===== config.mk =====
export PLATFORM = sky130hd
export DESIGN_NAME = s_block
export DESIGN_NICKNAME = d
export VERILOG_FILES = /design/src/rtl/sblock_pkg.sv /design/src/rtl/sblock_mux8.sv /design/src/rtl/s_block.sv
export SDC_FILE = /design/constraint.sdc
export NUM_CORES = 1
export LEC_CHECK = 0
export CAP_MARGIN = 20
export CORE_MARGIN = 1.5
export CORE_UTILIZATION = 35
export CTS_CLUSTER_DIAMETER = 100
export DETAILED_ROUTE_END_ITERATION = 6
export GPL_ROUTABILITY_DRIVEN = 0
export PLACE_DENSITY = 0.73
export SYNTH_ARGS = -nofsm -noshare
export SYNTH_HDL_FRONTEND = slang
export SYNTH_SLANG_ARGS = --single-unit
export TNS_END_PERCENT = 1

===== constraint.sdc =====
create_clock -name clk_i -period 1.6 [get_ports clk_i]
set_input_delay 0.16 -clock clk_i [delete_from_list [all_inputs] [get_ports clk_i]]
set_output_delay 0.16 -clock clk_i [all_outputs]
set_load 0.1 [all_outputs]

===== src/rtl/sblock_pkg.sv =====
// rtl/sblock_pkg.sv - shared constants and types for the s_block switch block
package sblock_pkg;
   localparam int TRACKS = 3;
   localparam int SEL_W  = 3;
   localparam int CFG_W  = 18;

   typedef logic [SEL_W-1:0]  sel_t;
   typedef logic [TRACKS-1:0] track_t;
   typedef logic [CFG_W-1:0]  cfg_t;

   localparam sel_t SEL_ZERO  = 3'd0;
   localparam sel_t SEL_LEFT0 = 3'd1;
   localparam sel_t SEL_UP0   = 3'd4;
   localparam sel_t SEL_ONE   = 3'd7;

   localparam int H_BASE = 9;
   localparam int V_BASE = 0;
endpackage


===== src/rtl/sblock_mux8.sv =====
// rtl/sblock_mux8.sv - 8:1 track selector (constants 0/1, three left, three up)
module sblock_mux8
   import sblock_pkg::*;
(
   input  logic [SEL_W-1:0]  sel,
   input  logic [TRACKS-1:0] left,
   input  logic [TRACKS-1:0] up,
   output logic              y
);

   always_comb begin
      y = 1'b0;
      unique case (sel)
         SEL_ZERO:           y = 1'b0;
         SEL_LEFT0:          y = left[0];
         SEL_LEFT0 + 3'd1:   y = left[1];
         SEL_LEFT0 + 3'd2:   y = left[2];
         SEL_UP0:            y = up[0];
         SEL_UP0 + 3'd1:     y = up[1];
         SEL_UP0 + 3'd2:     y = up[2];
         SEL_ONE:            y = 1'b1;
         default:            y = 1'b0;
      endcase
   end

endmodule


===== src/rtl/s_block.sv =====
// rtl/s_block.sv - configurable switch block: cfg register plus six track muxes
module s_block
   import sblock_pkg::*;
(
   input  logic              clk_i,
   input  logic              reset_i,
   input  logic              wr_en,
   input  logic [CFG_W-1:0]  bits,
   input  logic [TRACKS-1:0] left_i,
   input  logic [TRACKS-1:0] up_i,
   output logic [TRACKS-1:0] right_o,
   output logic [TRACKS-1:0] down_o
);

   cfg_t cfg;

   always_ff @(posedge clk_i or posedge reset_i) begin
      if (reset_i)
         cfg <= '0;
      else if (wr_en)
         cfg <= bits;
   end

   // Routing stays combinational so data crosses the block with no latency.
   for (genvar k = 0; k < TRACKS; k++) begin : g_track
      sblock_mux8 u_h (
         .sel  (cfg[H_BASE + SEL_W*k +: SEL_W]),
         .left (left_i),
         .up   (up_i),
         .y    (right_o[k])
      );
      sblock_mux8 u_v (
         .sel  (cfg[V_BASE + SEL_W*k +: SEL_W]),
         .left (left_i),
         .up   (up_i),
         .y    (down_o[k])
      );
   end

endmodule


==> results of run 1 <==
==> power breakdown <==
| group | internal [mW] | total, mW | switching, mW | leakage (nW) |
|---|---|---|---|---|
| clock | 0.0880 | 0.233 | 0.145 | 0.0138 |
| combinational | 0.313 | 0.663 | 0.351 | 0.454 |
| sequential | 0.500 | 0.559 | 0.0589 | 0.210 |
==> worst max-delay path by stage <==
stage                     startpoint  cells past startpoint          to  slack, ps
after floorplan               cfg[7]                      4   down_o[2]        240
after global placement       up_i[2]                      5  right_o[2]        -60
after detailed placement   left_i[0]                      5  right_o[2]        -90
after CTS                     cfg[9]                      4  right_o[0]       -130
after global routing          cfg[7]                      4   down_o[2]       -180
final                         cfg[9]                      4  right_o[0]       -110
==> timing repair <==
item                       4_1_cts  5_1_grt
resized for setup                9        5
setup endpoints to repair        6        6
setup buffers                    6        0
gates cloned                     0        0
pin swaps                        5        3
==> cells in the final DEF (no fill, tap or decap), drive strengths merged, types with 4 or more instances in the layout <==
| cell | count |
|---|---|
| nand2b | 6 |
| dfrtp | 18 |
| nand3 | 10 |
| nor2 | 4 |
| mux2 | 22 |
| a31oi | 6 |
| clkdlybuf4s50 | 26 |
| o221ai | 6 |
| buf | 20 |
==> layout make-up <==
| type | instances | share of cell area (%) |
|---|---|---|
| Inverter | 3 | 0.691 |
| Clock buffer | 3 | 1.38 |
| Sequential cell | 18 | 27.7 |
| Timing Repair Buffer | 46 | 30.8 |
| Tap cell | 31 | 2.38 |
| Multi-Input combinational cell | 66 | 37.0 |
==> critical path, stage by stage, from the launching register on <==
cell,delay [ps]
dfrtp_1,440
mux2_4,320
o221ai_2,120
o211ai_1,160
buf_12,200
==> cell families after synthesis <==
| kind of cell | count (synthesis) | share of synthesized area, % |
|---|---|---|
| multiplexers | 22 | 23.5 |
| AND/OR/NAND/NOR | 28 | 16.4 |
| buffers and inverters | 11 | 6.30 |
| AO/OA/AOI/OAI | 16 | 10.9 |
| flip-flops | 18 | 42.8 |
==> per-layer routing <==
metal,vias up,share of wire [%],global-route usage [%]
met2,29,53,30.5
met4,0,1.5,5.98
li1,439,-,-
met5,-,0,0
met1,462,39,19.2
met3,5,6.3,3.79
==> impl_metrics.csv, run 1 <==
group,metric,value,unit
outcome,outcome,"finished with violations",
outcome,violations,"DRC, setup timing",
power_and_ir_drop,power_density,893,nW/um2
floorplan,die_y,57.8,um
cts,clk_path_buf_depth,2,
worst_setup_path,cp.required,1440,ps
cts,path_clk_slew,110,ps
finish,finish.net_count,165,
placement,io_buffers,32,
synth,synth_seq_area_share,42.8,%
synth,synth-async-reset-ratio,100,%
worst_setup_path,cp_max_fo,5,
power_and_ir_drop,vdd_drop_max,0.507,mV
synth,ys.flop_type,"dfrtp_1",
synth,synth_area_leaders,"dfrtp_1, mux2_2, o221ai_1",
cts,clock-sinks,18,
detailed_routing,drt-initial-drc-count,15,
placement,dp_worst_setup_slack,-85.6,ps
detailed_routing,dr.pass1.iters,6,
cts,worstSkewPairLatency,290,ps
timing,tightestPinTransition,297,ps
finish,fin_util,58.1,%
worst_setup_path,r2r_slack,580,ps
global_route,grt_pass1_vias,967,
synth,synth_common_cells,"mux2_2, dfrtp_1, nand3_1",
finish,multiInputGateArea,603,um2
floorplan,start_util,37.5,%
placement,dp_cells,158,
power_and_ir_drop,p_leak,0.678,nW
detailed_routing,wl_per_cell,15.4,um
global_route,grt_max_degree,21,
timing,whs,155,ps
synth,synth_cell_types,17,
global_route,antenna_found_initial,0,
synth,syn_area,1050,um2
synth,synth-edff-count,0,
detailed_routing,drc,2,
placement,detailed_place_hpwl,1850,um
worst_setup_path,cp.arrival,1550,ps
worst_setup_path,critPathLaunchType,"flop",
finish,largest_reg_flops,18,
synth,yosysWarnings,0,
cts,tritoncts,"built",
cts,cts-root-buf,"clkbuf_4",
detailed_routing,totalWireLength,2570,um
run,drv_cap,0,
timing,fin_crit_sh,107,%
hold_path,hp-class,"in2async",
synth,ys_ff_latch,18,
floorplan,core,2810,um2
synth,synth_most_common_cell,"mux2_2",
synth,syn_area_per_cell,11.1,um2
timing,skew,0,ps
finish,regMostFlops,"cfg",
synth,synth_top_area_share,42.8,%
finish,seq_area,452,um2
synth,synth_top_area_cell,"dfrtp_1",
cts,h-tree-depth,1,
worst_setup_path,r2r-start,"cfg[1]",
finish,reg_top3,"cfg: 18 flops",
finish,area_delta_synth_final,54.8,%
detailed_routing,ant_nets,0,
placement,place_area,1490,um2
worst_setup_path,end_kind,"primary output",
detailed_routing,vias,935,
floorplan,dieWidth,57.8,um
finish,n_antenna_cell,0,
synth,synthCells,95,
global_route,grt_overflow,0,
floorplan,std_cell_rows,19,
finish,drive_above_1_share,41.2,%
worst_setup_path,r2r_end,"cfg[1]",
timing,fmax,585,MHz
timing,rsz0062_at_grt,"true",
timing,finalCriticalPeriod,1710,ps
timing,hold_viol,0,
synth,synth_nets,122,
finish,stdcell_count,167,
timing,slew_headroom,80.1,%
cts,numCtsBuffers,3,
finish,nFillCells,236,
timing,tns,-555,ps
timing,finalSetupViolCount,6,
cts,hold_buffers,0,
power_and_ir_drop,power,1.46,mW
detailed_routing,vias_per_cell,5.60,
floorplan,ios,33,
worst_setup_path,worstSetupPathType,"reg2out",
floorplan,die-area,3340,um2
worst_setup_path,rr_worst_depth,3,
timing,finalMaxSlewViolations,0,
timing,fin_ws,-110,ps
finish,fin_area,1630,um2
global_route,grt_pass1_wl,4270,um
global_route,grt_use_total,16.8,%
(Power assumes the default switching activity.)
==> run 2: changes to the inputs <==
Settings changed: GPL_ROUTABILITY_DRIVEN 0 to 1.
==> results of run 2 <==
Same layout as run 1: the final DEF is identical, and so are final timing and power.
==> run 3: changes to the inputs <==
Settings changed: ABC_CLOCK_PERIOD_IN_PS from default to 1600, CORE_MARGIN 1.5 to default, SLEW_MARGIN from default to 20.
==> run 3 against run 2 <==
Net effect: the flow still finishes with violations (DRC, setup timing); setup slack improved by 15 ps; core utilization increased by 0.40 points; via count decreased by 1.4%; combinational power increased by 2%; worst hold slack improved by 23 ps; sequential share of layout area decreased by 0.19 points; total power decreased by 0.56%; cell count unchanged.
==> impl_metrics.csv, run 3 (synthesis results as in run 1) <==
group,metric,value,unit
timing,finalMaxSlewViolations,0,
detailed_routing,drt-initial-drc-count,11,
worst_setup_path,worstSetupPathType,"reg2out",
detailed_routing,wl_met2,1310,um
finish,nFillCells,240,
worst_setup_path,r2r-start,"cfg[12]",
cts,path_clk_slew,100,ps
global_route,grt_max_degree,21,
floorplan,die-area,3230,um2
placement,detailed_place_hpwl,1800,um
worst_setup_path,r2r_slack,570,ps
cts,clk_path_buf_depth,2,
floorplan,core,2810,um2
cts,tritoncts,"built",
floorplan,ios,33,
placement,gp_congestion,0.714,
cts,worstSkewPairLatency,280,ps
timing,tightestPinTransition,308,ps
timing,finalSetupViolCount,6,
cts,clock-sinks,18,
finish,n_antenna_cell,0,
finish,fin_area,1640,um2
detailed_routing,vias,922,
finish,regMostFlops,"cfg",
worst_setup_path,r2r_end,"cfg[12]",
global_route,grt_pass1_vias,990,
power_and_ir_drop,p_int,904,uW
detailed_routing,met3_length,140,um
placement,io_buffers,32,
timing,finalCriticalPeriod,1690,ps
finish,reg_top3,"cfg: 18 flops",
cts,hold_buffers,0,
power_and_ir_drop,power_frac_comb,46.6,%
cts,h-tree-depth,1,
timing,fmax,590,MHz
cts,cts-root-buf,"clkbuf_4",
finish,drive_above_1_share,44.9,%
timing,hold_viol,0,
worst_setup_path,cp.arrival,1530,ps
timing,slew_headroom,79.4,%
timing,skew,0,ps
power_and_ir_drop,power_density,882,nW/um2
worst_setup_path,slowest_delay,430,ps
global_route,antenna_found_initial,0,
run,drv_cap,0,
floorplan,std_cell_rows,19,
detailed_routing,vias_per_cell,5.52,
floorplan,start_util,37.5,%
worst_setup_path,critPathLaunchType,"flop",
worst_setup_path,slowest_stage,"dfrtp_1",
placement,dp_cells,157,
finish,layout_common_cells,"clkdlybuf4s50_1, mux2_2, dfrtp_1, buf_4, buf_12",
global_route,grt_pass1_wl,4440,um
worst_setup_path,rr_worst_depth,3,
detailed_routing,drc,2,
global_route,grt_use_total,18.0,%
worst_setup_path,cp_max_fo,4,
global_route,grt_overflow,0,
worst_setup_path,cp_cell_sequence,"buf_6, nand2b_1, o221ai_2, o211ai_1, buf_12",
timing,rsz0062_at_grt,"true",
finish,finish.net_count,165,
worst_setup_path,cp.required,1440,ps
power_and_ir_drop,p_sw_share,37.6,%
power_and_ir_drop,p_sw,544,uW
outcome,violations,"DRC, setup timing",
worst_setup_path,end_kind,"primary output",
detailed_routing,totalWireLength,2560,um
finish,largest_reg_flops,18,
power_and_ir_drop,p_seq_share,38.4,%
hold_path,hp-class,"in2async",
finish,stdcell_count,167,
power_and_ir_drop,vdd_drop_max,0.576,mV
detailed_routing,dr.pass1.iters,6,
finish,area_delta_synth_final,55.9,%
placement,place_area,1480,um2
detailed_routing,met1Wirelength,1080,um
finish,mostFrequentLayoutCell,"clkdlybuf4s50_1",
floorplan,dieWidth,56.8,um
detailed_routing,ant_nets,0,
power_and_ir_drop,p_clk_share,15.0,%
detailed_routing,wl_per_cell,15.3,um
floorplan,die_y,56.8,um
detailed_routing,top_layer_used,"met4",
outcome,outcome,"finished with violations",
cts,numCtsBuffers,3,
timing,fin_ws,-94.6,ps
power_and_ir_drop,p_leak,0.679,nW
timing,fin_crit_sh,106,%
==> run 3: cell counts in the layout (fill, tap and decap cells not counted) <==
No cell type changed its count.
==> run 3: power groups by stage <==
stage | registers (mW) | logic (mW) | clock network [mW]
finish | 0.556 | 0.675 | 0.217
detailed placement | 0.566 | 0.600 | 0
floorplan | 0.550 | 0.398 | 0
CTS | 0.551 | 0.652 | 0.236
global placement | 0.560 | 0.590 | 0
global route | 0.566 | 0.708 | 0.248
==> run 3: worst max path at each step <==
stage | start | to | slack [ps]
3_5_place_dp | up_i[0] | right_o[0] | -110
3_3_place_gp | up_i[0] | right_o[0] | -70
2_1_floorplan | cfg[7] | down_o[2] | 240
5_1_grt | cfg[12] | right_o[1] | -160
4_1_cts | cfg[9] | right_o[0] | -120
6_report | cfg[9] | right_o[0] | -90
==> run 3: layout make-up <==
| cell class | count | area, um2 | share of cell area [%] |
|---|---|---|---|
| clock buffers | 3 | 22.5 | 1.37 |
| multi-input cells | 66 | 614 | 37.5 |
| well taps | 31 | 38.8 | 2.36 |
| inverters | 3 | 11.3 | 0.687 |
| flip-flops and latches | 18 | 452 | 27.5 |
| repair buffers | 46 | 502 | 30.6 |
==> run 3: critical path: cells and delay by family (launching register included) <==
family	cells	cell delay, ps
flip-flops	1	430
buffers and inverters	2	350
AO/OA/AOI/OAI	2	330
AND/OR/NAND/NOR	1	150
==> run 3: metal layers <==
metal,track usage [%],vias up
met3,2.30,4
met1,21.6,450
met2,32.0,28
li1,-,440
met4,7.67,0
met5,0,-
==> run 3: what timing repair did <==
action,in CTS,in global routing
endpoints found under the hold margin,0,0
pin swaps,4,5
resized for setup,6,11
setup endpoints to repair,6,6
buffers inserted,7,0
==> run 3: through the flow <==
step	hold slack (ps)	setup WS [ps]	setup TNS, ps	util (%)	total power [mW]
2_1_floorplan	98.6	240	0	-	0.948
3_3_place_gp	490	-68.0	-308	52.8	1.15
4_1_cts	167	-121	-633	56.6	1.44
6_report	178	-94.6	-360	58.5	1.45
5_1_grt	196	-162	-844	58.5	1.52
3_5_place_dp	496	-114	-382	52.8	1.17
